File: src/rtl/booth_pkg.sv
// Shared constants and FSM encoding for the Booth multiplier pipeline controller.
package booth_pkg;

  localparam int BOOTH_STAGES_DEF = 4;
  localparam int OP_W             = 8;

  typedef enum logic [1:0] {
    IDLE  = 2'd0,
    RUN   = 2'd1,
    DRAIN = 2'd2
  } booth_state_e;

endpackage

File: src/rtl/booth_perf_cnt.sv
// Saturating event counter: increments on inc_i and holds at all-ones; cleared by reset only.
module booth_perf_cnt #(
  parameter int W = 16
) (
  input  logic         clk,
  input  logic         rst_n,
  input  logic         inc_i,
  output logic [W-1:0] cnt_o
);

  logic [W-1:0] cnt_q;

  always_ff @(posedge clk or negedge rst_n) begin
    if (!rst_n) begin
      cnt_q <= '0;
    end else if (inc_i && (cnt_q != '1)) begin
      cnt_q <= cnt_q + 1'b1;
    end
  end

  assign cnt_o = cnt_q;

endmodule

File: src/rtl/booth_pipe_ctrl.sv
// Valid/ready sequencer for a STAGES-deep Booth pipeline with flush, drain and stall freeze.
// Define BOOTH_CTRL_PERF_EN to add the done_cnt/stall_cnt performance counters.
module booth_pipe_ctrl
  import booth_pkg::*;
#(
  parameter int STAGES = BOOTH_STAGES_DEF,
  parameter int CNT_W  = 16
) (
  input  logic                         clk,
  input  logic                         reset,
  input  logic                         in_valid,
  output logic                         in_ready,
  output logic                         out_valid,
  input  logic                         out_ready,
  output logic [STAGES-1:0]            load,
  input  logic                         flush,
  input  logic                         drain_req,
  output logic                         drain_done,
  output logic [$clog2(STAGES+1)-1:0]  occ,
  output logic                         busy
`ifdef BOOTH_CTRL_PERF_EN
  ,
  output logic [CNT_W-1:0]             done_cnt,
  output logic [CNT_W-1:0]             stall_cnt
`endif
);

  localparam int OCC_W = $clog2(STAGES+1);

  logic [STAGES-1:0] v_q, v_d;
  logic [OCC_W-1:0]  occ_q, occ_d;
  booth_state_e      state_q, state_d;
  logic              drain_done_q, drain_done_d;
  logic              stall, adv, accept, retire;

  // A stalled head freezes every stage at once; no bubbles are squeezed out.
  assign out_valid = v_q[STAGES-1];
  assign stall     = v_q[STAGES-1] & ~out_ready;
  assign adv       = ~stall & ~flush;
  assign in_ready  = adv & (state_q == RUN);
  assign accept    = in_valid & in_ready;
  assign retire    = out_valid & out_ready;
  assign load      = {v_q[STAGES-2:0], accept} & {STAGES{adv}};

  // NOTE: every always_comb output gets a default first, so no path can infer a latch.
  always_comb begin
    v_d = v_q;
    if (flush) begin
      v_d = '0;
    end else if (adv) begin
      v_d = {v_q[STAGES-2:0], accept};
    end
  end

  always_comb begin
    occ_d = occ_q;
    if (flush) begin
      occ_d = '0;
    end else if (accept && !retire) begin
      occ_d = occ_q + 1'b1;
    end else if (retire && !accept) begin
      occ_d = occ_q - 1'b1;
    end
  end

  // A flush during DRAIN empties the pipe, so the drain completes on that same edge.
  always_comb begin
    state_d      = state_q;
    drain_done_d = 1'b0;
    case (state_q)
      IDLE:    if (!drain_req) state_d = RUN;
      RUN:     if (drain_req)  state_d = DRAIN;
      DRAIN: begin
        if ((occ_q == '0) || flush) begin
          state_d      = IDLE;
          drain_done_d = 1'b1;
        end
      end
      default: state_d = IDLE;
    endcase
  end

  // NOTE: sequential state uses non-blocking assignments so all registers see pre-edge values.
  always_ff @(posedge clk or negedge reset) begin
    if (!reset) begin
      v_q          <= '0;
      occ_q        <= '0;
      state_q      <= IDLE;
      drain_done_q <= 1'b0;
    end else begin
      v_q          <= v_d;
      occ_q        <= occ_d;
      state_q      <= state_d;
      drain_done_q <= drain_done_d;
    end
  end

  assign occ        = occ_q;
  assign busy       = (occ_q != '0);
  assign drain_done = drain_done_q;

`ifdef BOOTH_CTRL_PERF_EN
  booth_perf_cnt #(.W(CNT_W)) u_done_cnt (
    .clk   (clk),
    .rst_n (reset),
    .inc_i (retire),
    .cnt_o (done_cnt)
  );

  booth_perf_cnt #(.W(CNT_W)) u_stall_cnt (
    .clk   (clk),
    .rst_n (reset),
    .inc_i (stall),
    .cnt_o (stall_cnt)
  );
`else
  // Counters and their ports are absent in this build.
`endif

endmodule

File: config.mk
export PLATFORM = sky130hd
export DESIGN_NAME = booth_pipe_ctrl
export DESIGN_NICKNAME = d
export VERILOG_FILES = /design/src/rtl/booth_pkg.sv /design/src/rtl/booth_perf_cnt.sv /design/src/rtl/booth_pipe_ctrl.sv
export SDC_FILE = /design/constraint.sdc
export NUM_CORES = 1
export LEC_CHECK = 0
export CAP_MARGIN = 20
export CORE_AREA = 3 3 40 42
export CTS_CLUSTER_DIAMETER = 80
export DETAILED_ROUTE_END_ITERATION = 16
export DIE_AREA = 0 0 43 45
export PLACE_DENSITY = 0.78
export SETUP_SLACK_MARGIN = 0.15
export SYNTH_ARGS = -nofsm -noshare
export SYNTH_HDL_FRONTEND = slang
export SYNTH_SLANG_ARGS = --single-unit
File: constraint.sdc
create_clock -name clk -period 2.67 [get_ports clk]
set_input_delay 0.4005 -clock clk [delete_from_list [all_inputs] [get_ports clk]]
set_output_delay 0.4005 -clock clk [all_outputs]
set_load 0.02 [all_outputs]
## Word-level counts from Yosys, hierarchy flattened

Cells that the tools add are included.

| operators by class | value |
|---|---|
| $lt $le $gt $ge | 0 |
| divide/modulo/power cells | 0 |
| mux-type cells | 11 |
| reductions and logical operators | 11 |
| bitwise logic cells | 9 |
| multipliers | 0 |
| eq/ne operators | 5 |
| add/subtract/negate cells | 2 |
| shift-type cells | 0 |

Operator list:

| operator | number |
|---|---|
| 3-bit two-way mux | 3 |
| 4-bit two-way mux | 2 |
| 2-bit two-way mux | 3 |
| 2-bit inequality test (second input constant) | 3 |
| 2-bit case mux with 3 select lines | 1 |
| 3-bit nonzero test | 2 |
| 1-bit bitwise AND | 5 |
| 4-bit bitwise AND | 1 |
| 3-bit by 1-bit adder with 3-bit output (second input constant) | 1 |
| 3-bit zero test | 1 |
| 1-bit NOT | 3 |
| 3-bit AND reduction | 1 |
| 3-bit by 1-bit subtractor with 3-bit output (second input constant) | 1 |
| 2-bit by 1-bit == test with 1-bit output (second input constant) | 1 |
| 2-bit == test (second input constant) | 1 |
| 1-bit logical AND | 2 |
| 1-bit zero test | 2 |
| 2-bit zero test | 1 |
| 1-bit two-way mux | 2 |
| 2-bit nonzero test | 1 |
| 1-bit logical OR | 1 |

| word-level totals | value |
|---|---|
| flip-flop bits (word level) | 10 |
| bits in read-only memories | 0 |
| bits in latches | 0 |
| memory bits (writable) | 0 |
| input bits | 6 |
| logic and storage cells | 42 |
| output and inout port bits | 11 |
| memories kept | 0 |

## Depth between registers and ports, before layout

| logic depth | value |
|---|---|
| word-level depth | 11 |
| depth in mapped cells | 6 |
| depth with buffers taken out | 6 |

## Worst setup path after synthesis

OpenSTA, ideal clock, no wires.

| timing | value |
|---|---|
| path type | flip-flop to output port |
| from | register v_q[3] |
| to | output in_ready |
| path buffers | 1 |
| required time | 2270 ps |
| path slack | 709 ps |
| cell stages (with the launch flop) | 4 |
| arrival | 1561 ps |
| path through | dfrtp_1 -> nor2b_1 -> buf_2 -> nor4b_1 |

| on the way | value |
|---|---|
| longest elaborated chain between the ends | 4 |

Ends and longest elaborated chain:

| what | line | text |
|---|---|---|
| from (decl) | booth_pipe_ctrl.sv:30 | `logic [STAGES-1:0] v_q, v_d;` |
| from (signal assigned) | booth_pipe_ctrl.sv:91 | `v_q <= v_d;` |
| 1-bit bitwise AND | booth_pipe_ctrl.sv:38 | `assign stall = v_q[STAGES-1] & ~out_ready;` |
| 1-bit NOT | booth_pipe_ctrl.sv:39 | `assign adv = ~stall & ~flush;` |
| 1-bit bitwise AND | booth_pipe_ctrl.sv:39 |  |
| 1-bit bitwise AND | booth_pipe_ctrl.sv:40 | `assign in_ready = adv & (state_q == RUN);` |
| to (decl) | booth_pipe_ctrl.sv:12 | `output logic in_ready,` |

No other way between the ends.

## Final worst setup path

| timing | value |
|---|---|
| from | input out_ready |
| to | output in_ready |

| on the way | value |
|---|---|
| longest elaborated chain between the ends | 5 |

Ends and longest elaborated chain:

| what | line | text |
|---|---|---|
| from (decl) | booth_pipe_ctrl.sv:14 | `input logic out_ready,` |
| 1-bit NOT | booth_pipe_ctrl.sv:38 |  |
| 1-bit bitwise AND | booth_pipe_ctrl.sv:38 |  |
| 1-bit NOT | booth_pipe_ctrl.sv:39 |  |
| 1-bit bitwise AND | booth_pipe_ctrl.sv:39 |  |
| 1-bit bitwise AND | booth_pipe_ctrl.sv:40 |  |

No other way between the ends.

==> metrics <==
status=finished clean; Fmax=0.422 GHz; dpl cells=90; Worst Hold Class=in2async; Final setup viols=0; VDD IR-drop max=between 0.0003 and 0.0004 V; Slew Viols, Final=0; skew final=0.00217 ns; vias in the first global route=450; Setup WS pre-CTS=~0.32 ns; CTS Hold Bufs=0; Pre-antenna DRT Iters=3; # Post-CTS Setup Buffers=0; initial DRC count=13; met1 GRT Util=15.6%; CTS tree=built; Cells after Synth=between 50 and 60; Setup CP Type=in2out; crit share post-route=approximately nine tenths; Finished Cell Area=slightly below 800 µm²; max_cap viols=0; Die Footprint=around 1900 µm²; Worst Hold Margin=about 0.44 ns; Critical Path Source Type=input port; HPWL Detailed=slightly below 900 µm; Power per Cell Area=slightly above 500 nW/µm²; EDFF count, synth=0; Avg WL per Cell=~12 µm; met3 GRT Util=under 10%; Synth top area share=44.7%; Die Width=about 43 µm; layout cells sized above 1=8.86%; Die Y=roughly 45 µm; power consumption=roughly 0.40 mW; top_reg_cell synth=dfrtp_1; I/O pin count=17; number of synthesized register bits=10; fin crit period=about 2.4 ns; Starting Density=43.5%; Worst Setup End Kind=output port; DRC Markers=0; CTS resizes=0; Cell Area, Synth=about 560 µm²; initial antenna violation count=0; Synthesis Warnings=0; GRT Overall Usage=approximately an eighth; CTS buffer count=3; fillers=~120; worst-case clock buffer depth=2; Post-layout nets=87; RSZ-0062 raised after global routing=no; row count=13; area occupied by multi-input gates=a little under 300 µm²; Final ANT Viol Nets=0; Buffers on Ports=16; final hold violations=0; Req. time, crit path=between 2 and 2.5 ns; Synth cell types=24; average size of a mapped cell=between 9 and 10 µm²; Worst-Margin Slew=0.459 ns; DR vias=482; P&R area growth vs syn=39.6%; Via density=5.13; FF+latch area=roughly 250 µm²; leakage power=0.335 nW; dominant cells by area after synthesis=dfrtp_1 45%, nor2_1 9.4%, mux2i_1 7.2%, mux2_1 4.0%, fa_1 3.6%; syn nets=66; gr ovfl total=0; Layout Cells excl Fill=94; Worst-Skew Late Latency=around 0.27 ns; Post-Route WL=~1100 µm; pin count of the biggest net entering global routing=11; Worst slew margin=between 60 and 70%; Most Crowded Layer GR=met2; Root Driver=clkbuf_4; Sum Neg Setup Slack=0 ns; routability congestion estimate=0.756; first-pass GRT wire length=1860 µm; Clock Sinks=10; Critical Path AT=1.97 ns; biggest area consumer among synthesized cells=dfrtp_1; CP max FO=5; post-layout util=60.8%; DP Area=~740 µm²; core area=1280 µm²; antenna cells=0; ys async rst share=between 90% and 100%; CTS H-tree depth=1; Reg2Reg Depth=6; register area share after synthesis=between 40% and 50%; clock transition at the registers of the reported paths=roughly 0.070 ns; GR Layer Usage met2=around 22%; setup ws final=roughly 0.3 ns
layout make-up:
type	count	share of cell area, %
inverters	3	1.44
clock buffers	4	4.65
well taps	15	2.40
flip-flops and latches	10	32.1
multi-input cells	44	37.0
repair buffers	18	22.4
critical path: stages:
cell             delay [ns]
clkdlybuf4s50_1        0.55
nor2b_1                0.11
nor4b_1                0.25
clkdlybuf4s50_1        0.66
cells by family after synthesis:
logic type               Yosys count  share of synthesized area (%)
multiplexers                       6                           11.2
flip-flops                        10                           44.7
buffers and inverters              5                           3.58
AND/OR/NAND/NOR                   33                           32.4
AO/OA/AOI/OAI                      4                           4.47
adder cells (fa/ha/maj)            1                           3.58
Yosys cell counts (2+ instances only):
cell,number
inv_1,3
nand2_1,2
mux2_1,2
mux2i_1,4
nor2_1,14
nand2b_1,2
nor3_1,2
dfrtp_1,10
nor2b_1,3
and2_1,3
path summary, 6_finish.rpt:
kind,start,to,slack (ns)
max,out_ready,in_ready,0.30
min,reset,v_q[2]$_DFFE_PN0P_,0.44
max reg2reg,v_q[3]$_DFFE_PN0P_,occ[1]$_DFFE_PN0P_,0.83
min reg2reg,state_q[1]$_DFFE_PN0P_,state_q[0]$_DFFE_PN0P_,0.54
max in group asynchronous,reset,drain_done$_DFF_PN0_,1.91
min in group clk,state_q[1]$_DFFE_PN0P_,state_q[0]$_DFFE_PN0P_,0.54
layout by cell type (no fill, tap or decap), types with 2 or more instances in the layout:
cell | synthesis | routed
nor3_1 | 2 | 2
nor2_1 | 14 | 14
and2_1 | 3 | 3
mux2_1 | 2 | 2
mux2i_1 | 4 | 4
clkdlybuf4s50_1 | 0 | 16
dfrtp_1 | 10 | 10
nand2b_1 | 2 | 2
buf_4 | 0 | 2
nor2b_1 | 3 | 3
clkbuf_4 | 0 | 3
nand2_1 | 2 | 2
inv_1 | 3 | 3
per-layer routing:
| metal | vias up | part of all wire (%) |
|---|---|---|
| met5 | - | 0 |
| met4 | 0 | 2.1 |
| met3 | 3 | 5.6 |
| met2 | 16 | 46 |
| met1 | 224 | 46 |
| li1 | 239 | - |
registers in the layout, summed over array words and instances (netlist names):
name and flops:
v_q 4, occ 3, state_q 2, drain_done 1
report_power, final:
part / switching, mW / total, mW / internal [mW]
logic: 0.0443 / 0.0886 / 0.0443
clock network: 0.0567 / 0.140 / 0.0829
registers: 0.00943 / 0.169 / 0.160
Note: power is estimated with default switching activity, not from simulation.
